--- config.mk ---
export PLATFORM = sky130hd
export DESIGN_NAME = hazard_ctrl_flat
export DESIGN_NICKNAME = d
export VERILOG_FILES = /design/src/rtl/hazard_ctrl_pkg.sv /design/src/rtl/hazard_ctrl_if.sv /design/src/rtl/hazard_ctrl_detect.sv /design/src/rtl/hazard_ctrl.sv /design/src/flat_wrapper.sv
export SDC_FILE = /design/constraint.sdc
export NUM_CORES = 1
export LEC_CHECK = 0
export CELL_PAD_IN_SITES_DETAIL_PLACEMENT = 0
export CELL_PAD_IN_SITES_GLOBAL_PLACEMENT = 2
export CORE_MARGIN = 4
export CORE_UTILIZATION = 26
export CTS_BUF_LIST = sky130_fd_sc_hd__clkbuf_4 sky130_fd_sc_hd__clkbuf_8
export CTS_CLUSTER_DIAMETER = 80
export DETAILED_ROUTE_END_ITERATION = 10
export PLACE_DENSITY_LB_ADDON = 0.1
export SYNTH_ARGS = -nofsm -noshare
export SYNTH_HDL_FRONTEND = slang
export SYNTH_SLANG_ARGS = --single-unit
--- constraint.sdc ---
create_clock -name clk -period 4.4 [get_ports clk]
set_clock_uncertainty 0.2 [all_clocks]
set_input_delay 0.88 -clock clk [delete_from_list [all_inputs] [get_ports clk]]
set_output_delay 0.88 -clock clk [all_outputs]
set_load 0.02 [all_outputs]
--- src/rtl/hazard_ctrl_pkg.sv ---
// rtl/hazard_ctrl_pkg.sv - shared encodings for the hazard/stall sequencer
package hazard_ctrl_pkg;

    typedef logic [3:0] reg_idx_t;
    typedef logic [1:0] mem_op_t;

    localparam reg_idx_t REG_NONE  = 4'b1111;
    localparam mem_op_t  MEM_LOAD  = 2'b00;
    localparam mem_op_t  MEM_STORE = 2'b01;
    localparam mem_op_t  MEM_NONE  = 2'b11;

    localparam logic [1:0] ST_RUN       = 2'd0;
    localparam logic [1:0] ST_IMEM_WAIT = 2'd1;
    localparam logic [1:0] ST_FLUSH     = 2'd2;

    function automatic logic is_mem_access(input mem_op_t op);
        return (op == MEM_LOAD) || (op == MEM_STORE);
    endfunction

endpackage

--- src/rtl/hazard_ctrl_if.sv ---
// rtl/hazard_ctrl_if.sv - pipeline-side signals seen and driven by the hazard sequencer
interface hazard_ctrl_if;
    import hazard_ctrl_pkg::*;

    reg_idx_t    ex_wreg;
    mem_op_t     ex_controlmem;
    reg_idx_t    id_rreg1;
    reg_idx_t    id_rreg2;
    logic        ex_ifjump;
    mem_op_t     mem_controlmem;
    logic [15:0] mem_addr;
    logic        idClear;
    logic        pc_hold;
    logic        ifid_hold;
    logic        ifid_flush;
    logic [15:0] stall_cnt;

    modport master (
        output ex_wreg, ex_controlmem, id_rreg1, id_rreg2, ex_ifjump,
               mem_controlmem, mem_addr,
        input  idClear, pc_hold, ifid_hold, ifid_flush, stall_cnt
    );

    modport slave (
        input  ex_wreg, ex_controlmem, id_rreg1, id_rreg2, ex_ifjump,
               mem_controlmem, mem_addr,
        output idClear, pc_hold, ifid_hold, ifid_flush, stall_cnt
    );
endinterface

--- src/rtl/hazard_ctrl_detect.sv ---
// rtl/hazard_ctrl_detect.sv - combinational load-use and instruction-RAM conflict detection
module hazard_detect
    import hazard_ctrl_pkg::*;
#(
    parameter logic [15:0] IMEM_LIMIT = 16'h8000
) (
    input  reg_idx_t    ex_wreg,
    input  mem_op_t     ex_controlmem,
    input  reg_idx_t    id_rreg1,
    input  reg_idx_t    id_rreg2,
    input  mem_op_t     mem_controlmem,
    input  logic [15:0] mem_addr,
    output logic        load_use,
    output logic        imem_hit
);

    // An unused source (REG_NONE) cannot match because a real destination is never REG_NONE.
    assign load_use = (ex_controlmem == MEM_LOAD) && (ex_wreg != REG_NONE) &&
                      ((ex_wreg == id_rreg1) || (ex_wreg == id_rreg2));

    assign imem_hit = is_mem_access(mem_controlmem) && (mem_addr < IMEM_LIMIT);

endmodule

--- src/rtl/hazard_ctrl.sv ---
// rtl/hazard_ctrl.sv - stall/flush sequencer for load-use, instruction-RAM and branch hazards
module hazard_ctrl
    import hazard_ctrl_pkg::*;
#(
    parameter logic [15:0] IMEM_LIMIT = 16'h8000,
    parameter int          MEM_WAIT   = 2,
    parameter bit          DELAY_SLOT = 1'b1
) (
    input  logic         clk,
    input  logic         rst,
    hazard_ctrl_if.slave hz
);

    localparam logic [2:0] WAIT_INIT = 3'(MEM_WAIT - 1);

    logic       load_use, imem_hit;
    logic [1:0] state_q, state_d;
    logic [2:0] wait_q, wait_d;
    logic       clr_c, pch_c, hold_c, flush_c;
    logic [15:0] cnt_q;

    hazard_detect #(.IMEM_LIMIT(IMEM_LIMIT)) u_detect (
        .ex_wreg        (hz.ex_wreg),
        .ex_controlmem  (hz.ex_controlmem),
        .id_rreg1       (hz.id_rreg1),
        .id_rreg2       (hz.id_rreg2),
        .mem_controlmem (hz.mem_controlmem),
        .mem_addr       (hz.mem_addr),
        .load_use       (load_use),
        .imem_hit       (imem_hit)
    );

    always_comb begin
        state_d = state_q;
        wait_d  = wait_q;
        clr_c   = 1'b0;
        pch_c   = 1'b0;
        hold_c  = 1'b0;
        flush_c = 1'b0;
        case (state_q)
            ST_RUN: begin
                if (imem_hit) begin
                    pch_c   = 1'b1;
                    flush_c = 1'b1;
                    if (MEM_WAIT > 1) begin
                        state_d = ST_IMEM_WAIT;
                        wait_d  = WAIT_INIT;
                    end
                end else if (hz.ex_ifjump && !DELAY_SLOT) begin
                    flush_c = 1'b1;
                    clr_c   = 1'b1;
                    state_d = ST_FLUSH;
                end else if (load_use) begin
                    pch_c  = 1'b1;
                    hold_c = 1'b1;
                    clr_c  = 1'b1;
                end
            end
            ST_IMEM_WAIT: begin
                // A branch here is ignored: its target already sits in the held PC.
                pch_c   = 1'b1;
                flush_c = 1'b1;
                if (load_use) begin
                    clr_c  = 1'b1;
                    hold_c = 1'b1;
                end
                wait_d = 3'(wait_q - 3'd1);
                if (wait_q == 3'd1) state_d = ST_RUN;
            end
            ST_FLUSH: begin
                clr_c   = 1'b1;
                flush_c = 1'b1;
                state_d = ST_RUN;
            end
            default: state_d = ST_RUN;
        endcase
    end

    always_ff @(posedge clk or negedge rst) begin
        if (!rst) begin
            state_q <= ST_RUN;
            wait_q  <= 3'd0;
            cnt_q   <= 16'd0;
        end else begin
            state_q <= state_d;
            wait_q  <= wait_d;
            if (pch_c && (cnt_q != 16'hFFFF)) cnt_q <= cnt_q + 16'd1;
        end
    end

    // Outputs are gated by reset so an asynchronous reset silences them at once.
    assign hz.idClear    = rst & clr_c;
    assign hz.pc_hold    = rst & pch_c;
    assign hz.ifid_hold  = rst & hold_c;
    assign hz.ifid_flush = rst & flush_c & ~hold_c;
    assign hz.stall_cnt  = cnt_q;

endmodule

--- src/flat_wrapper.sv ---
// flat-port wrapper written by rule: the top's interface ports become plain ports
module hazard_ctrl_flat import hazard_ctrl_pkg::*;
#(
    parameter logic [15:0] IMEM_LIMIT = 16'h8000,
    parameter int          MEM_WAIT   = 2,
    parameter bit          DELAY_SLOT = 1'b1
)
  (clk, rst, hz_ex_wreg, hz_ex_controlmem, hz_id_rreg1, hz_id_rreg2, hz_ex_ifjump, hz_mem_controlmem, hz_mem_addr, hz_idClear, hz_pc_hold, hz_ifid_hold, hz_ifid_flush, hz_stall_cnt);
  hazard_ctrl_if hz_i ();
  input  logic clk;
  input  logic rst;
  input wire logic [$bits(hz_i.ex_wreg)-1:0] hz_ex_wreg;
  input wire logic [$bits(hz_i.ex_controlmem)-1:0] hz_ex_controlmem;
  input wire logic [$bits(hz_i.id_rreg1)-1:0] hz_id_rreg1;
  input wire logic [$bits(hz_i.id_rreg2)-1:0] hz_id_rreg2;
  input wire logic [$bits(hz_i.ex_ifjump)-1:0] hz_ex_ifjump;
  input wire logic [$bits(hz_i.mem_controlmem)-1:0] hz_mem_controlmem;
  input wire logic [$bits(hz_i.mem_addr)-1:0] hz_mem_addr;
  output wire logic [$bits(hz_i.idClear)-1:0] hz_idClear;
  output wire logic [$bits(hz_i.pc_hold)-1:0] hz_pc_hold;
  output wire logic [$bits(hz_i.ifid_hold)-1:0] hz_ifid_hold;
  output wire logic [$bits(hz_i.ifid_flush)-1:0] hz_ifid_flush;
  output wire logic [$bits(hz_i.stall_cnt)-1:0] hz_stall_cnt;
  assign hz_i.ex_wreg = hz_ex_wreg;
  assign hz_i.ex_controlmem = hz_ex_controlmem;
  assign hz_i.id_rreg1 = hz_id_rreg1;
  assign hz_i.id_rreg2 = hz_id_rreg2;
  assign hz_i.ex_ifjump = hz_ex_ifjump;
  assign hz_i.mem_controlmem = hz_mem_controlmem;
  assign hz_i.mem_addr = hz_mem_addr;
  assign hz_idClear = hz_i.idClear;
  assign hz_pc_hold = hz_i.pc_hold;
  assign hz_ifid_hold = hz_i.ifid_hold;
  assign hz_ifid_flush = hz_i.ifid_flush;
  assign hz_stall_cnt = hz_i.stall_cnt;
  hazard_ctrl #(.IMEM_LIMIT(IMEM_LIMIT), .MEM_WAIT(MEM_WAIT), .DELAY_SLOT(DELAY_SLOT)) u_core (.clk(clk), .rst(rst), .hz(hz_i));
endmodule
==> results by group <==
Critical path
  – Crit path max fanout: 4
  – Critical R2R Launch: u_core.hz.stall_cnt[0]
  – Worst setup path start: hz_ex_wreg[1]
  – Crit-path cells: clkdlybuf4s50_1 > xor2_1 > nor4_1 > o211ai_2 > a21boi_0 > clkdlybuf4s50_1
  – Critical setup path kind: input pin to output pin
  – Most used cell, CP: clkdlybuf4s50_1
  – Bufs and invs on worst path: 2
  – Crit path required time: 3.32 ns
  – Crit path launch type: input pin
  – CP delay by family, top: buffers and inverters
  – Critical path endpoint category: output pin
  – Worst path slowest cell: clkdlybuf4s50_1
  – Slowest stage delay, CP: 0.63 ns
  – Arrival time of the worst setup path: 2.86 ns

Floorplan
  – Num rows: 24
  – Die H: 75.9 µm
  – Core area: 4410 µm²
  – Initial Util: 27.1%
  – DIE WIDTH: ~76 µm
  – Area of the die: 5750 µm²
  – I/O Pins: 55

Clock tree
  – Clk_lat worst skew: 0.26 ns
  – Clock sinks: 20
  – Hold_buf cts: 0
  – H-tree Lvls: 1
  – Clock buffer depth: 2
  – Post-CTS Repair Setup Buffers: 0
  – Num CTS Buffers: 3
  – CTS Root Cell: clkbuf_8
  – CTS tree: done
  – Post-CTS sizing: 0
  – Clock-pin slew on the worst setup and hold paths: 0.07 ns

Flow run
  – Max-cap violation count: 0

Finish
  – Most common cell after layout, fill and taps aside: clkdlybuf4s50_1
  – Most frequent cells in the layout: 37 x clkdlybuf4s50_1, 21 x xor2_1, 20 x dfrtp_1
  – Layout cells sized above 1: a little over a tenth
  – Ant diodes: 0
  – Layout Nets: 195
  – P&R area growth vs syn: 38.9%

Synthesis
  – Number of synthesized flops with an enable pin: 0
  – Cells after Synth: 117
  – Async set or reset register ratio after synthesis: 100%
  – Post-synth top flop: dfrtp_1
  – Syn_nets: 155
  – Seq/Total Area, Yosys: 41.8%
  – Ys Warns: 0
  – Yosys cell types: 29
  – Syn avg cell area: 10.2 µm²
  – FF+latch count, synth: 20
  – Synthesized area: ~1200 µm²

Worst hold path
  – Worst hold path type: flip-flop to flip-flop
  – Min-Delay Startpoint: u_core.wait_q[1]

Timing
  – Setup violations, final: 0
  – Final Worst Setup Slack: approximately 0.46 ns
  – RSZ-0062 raised after global routing: no
  – Fin. Hold Viols: 0
  – Worst Tran Pin Value: 0.666 ns
  – Slew Limit Fails: 0
  – Fmax: 0.254 GHz
  – Relative slew slack: 55.6%
  – Final TNS setup: 0 ns
  – Tcrit/Tclk final: 89.6%
  – Min Tclk post-route: 3.94 ns

Placement
  – Port bufs: 37
  – DP HPWL: 2260 µm
  – Gpl congestion: 0.720
  – Post-Place Worst Slack: 0.414 ns

GRT
  – Grt total ovfl: 0
  – Total GRT Usage: 11.5%
  – Initial antenna violation count: 0
  – First-pass GRT wire length: 4990 µm
  – Vias in the first global route: about 1,100
  – Largest net degree at the start of global routing: 21

Drt
  – DR vias: 991
  – Iter 0 DRT Violations: 19
  – Vias per cell: roughly 4.8
  – Remaining DRCs: 0
  – Wire per inst: 14.6 µm
  – Detailed Route WL: 3030 µm
  – Detail Route Antenna Nets: 0
  – First-pass DRT Iterations: 4

Power
  – Pwr/cell area: 479 nW/µm²
  – PnR Total Power: between 700 and 800 µW
  – Lkg Pwr: 0.704 nW
  – Maximum vdd drop: about 0.00027 V

Outcome
  – Status: finished clean
==> report_power, final <==
| group | switching [mW] | internal (mW) |
|---|---|---|
| logic | 0.186 | 0.168 |
| clock network | 0.0581 | 0.0609 |
| registers | 0.0786 | 0.245 |
| total | 0.322 | 0.474 |
==> per-layer routing <==
metal | up-vias | part of all wire, % | track usage, %
met1 | 478 | 43 | 13.3
met3 | 2 | 5.9 | 3.30
met2 | 24 | 50 | 20.9
li1 | 487 | - | -
met4 | 0 | 0.63 | 2.33
met5 | - | 0 | 0
==> final timing paths <==
| kind | end | cells past startpoint | slack (ns) |
|---|---|---|---|
| hold reg to reg | u_core.wait_q[1] | 2 | 0.29 |
| max in group asynchronous | u_core.hz.stall_cnt[0] | 2 | 2.88 |
| setup / recovery | hz_pc_hold | 6 | 0.46 |
| hold / removal | u_core.wait_q[1] | 2 | 0.29 |
| setup reg to reg | u_core.hz.stall_cnt[1] | 6 | 1.74 |
| min in group asynchronous | u_core.hz.stall_cnt[14] | 2 | 0.89 |
==> cell type report <==
class,count,area [µm²]
fill,451,2750
sequential,20,500
inverter,5,18.8
tap,52,65.1
timing repair buffer,40,393
clock buffer,3,41.3
multi-input combinational,87,644
==> flip-flops by register name, indices dropped and copies added (netlist names) <==
signal               cells
u_core.wait_q            3
u_core.state_q           1
u_core.hz.stall_cnt     16
==> synth_stat cells, drive strengths merged (2+ instances only) <==
cell	number	share of area, %
a211oi	11	9.8
a21boi	2	1.3
a21oi	3	1.3
and3	4	2.1
buf	4	2.5
dfrtp	20	42
ha	3	3.1
inv	5	1.6
mux2	3	2.8
nand2	12	3.8
nand3	6	2.5
nand4	4	2.1
nor2	5	1.6
nor3	2	0.84
nor4	2	1.0
o21ai	2	0.84
xor2	21	15
==> tightest hold or removal path: stages, from the launching register on <==
cell and delay (ns):
dfrtp_1 0.34, nand2_1 0.05, o21ai_0 0.06
==> logic make-up (layout without fill, tap and decap cells) <==
logic type      count (synthesis)  count (layout)  share of synthesized area, %
compound gates                 21              21                          16.0
fa+ha+maj                       3               3                          3.14
xor+xnor                       22              22                          16.1
simple gates                   37              37                          14.9
mux                             4               4                          3.66
flops                          20              20                          41.8
buf+inv                        10              48                          4.39
==> metrics by stage <==
step / hold WS [ns] / instances / utilization [%] / area (µm²)
after floorplan: 0.250 / 117 / - / 1200
after global placement: 0.268 / 204 / 36.7 / 1620
after detailed placement: 0.280 / 204 / 36.7 / 1620
after CTS: 0.298 / 207 / 37.7 / 1660
after global routing: 0.309 / 207 / 37.7 / 1660
final: 0.287 / 207 / 37.7 / 1660
Power figures use the tool's default switching activity.
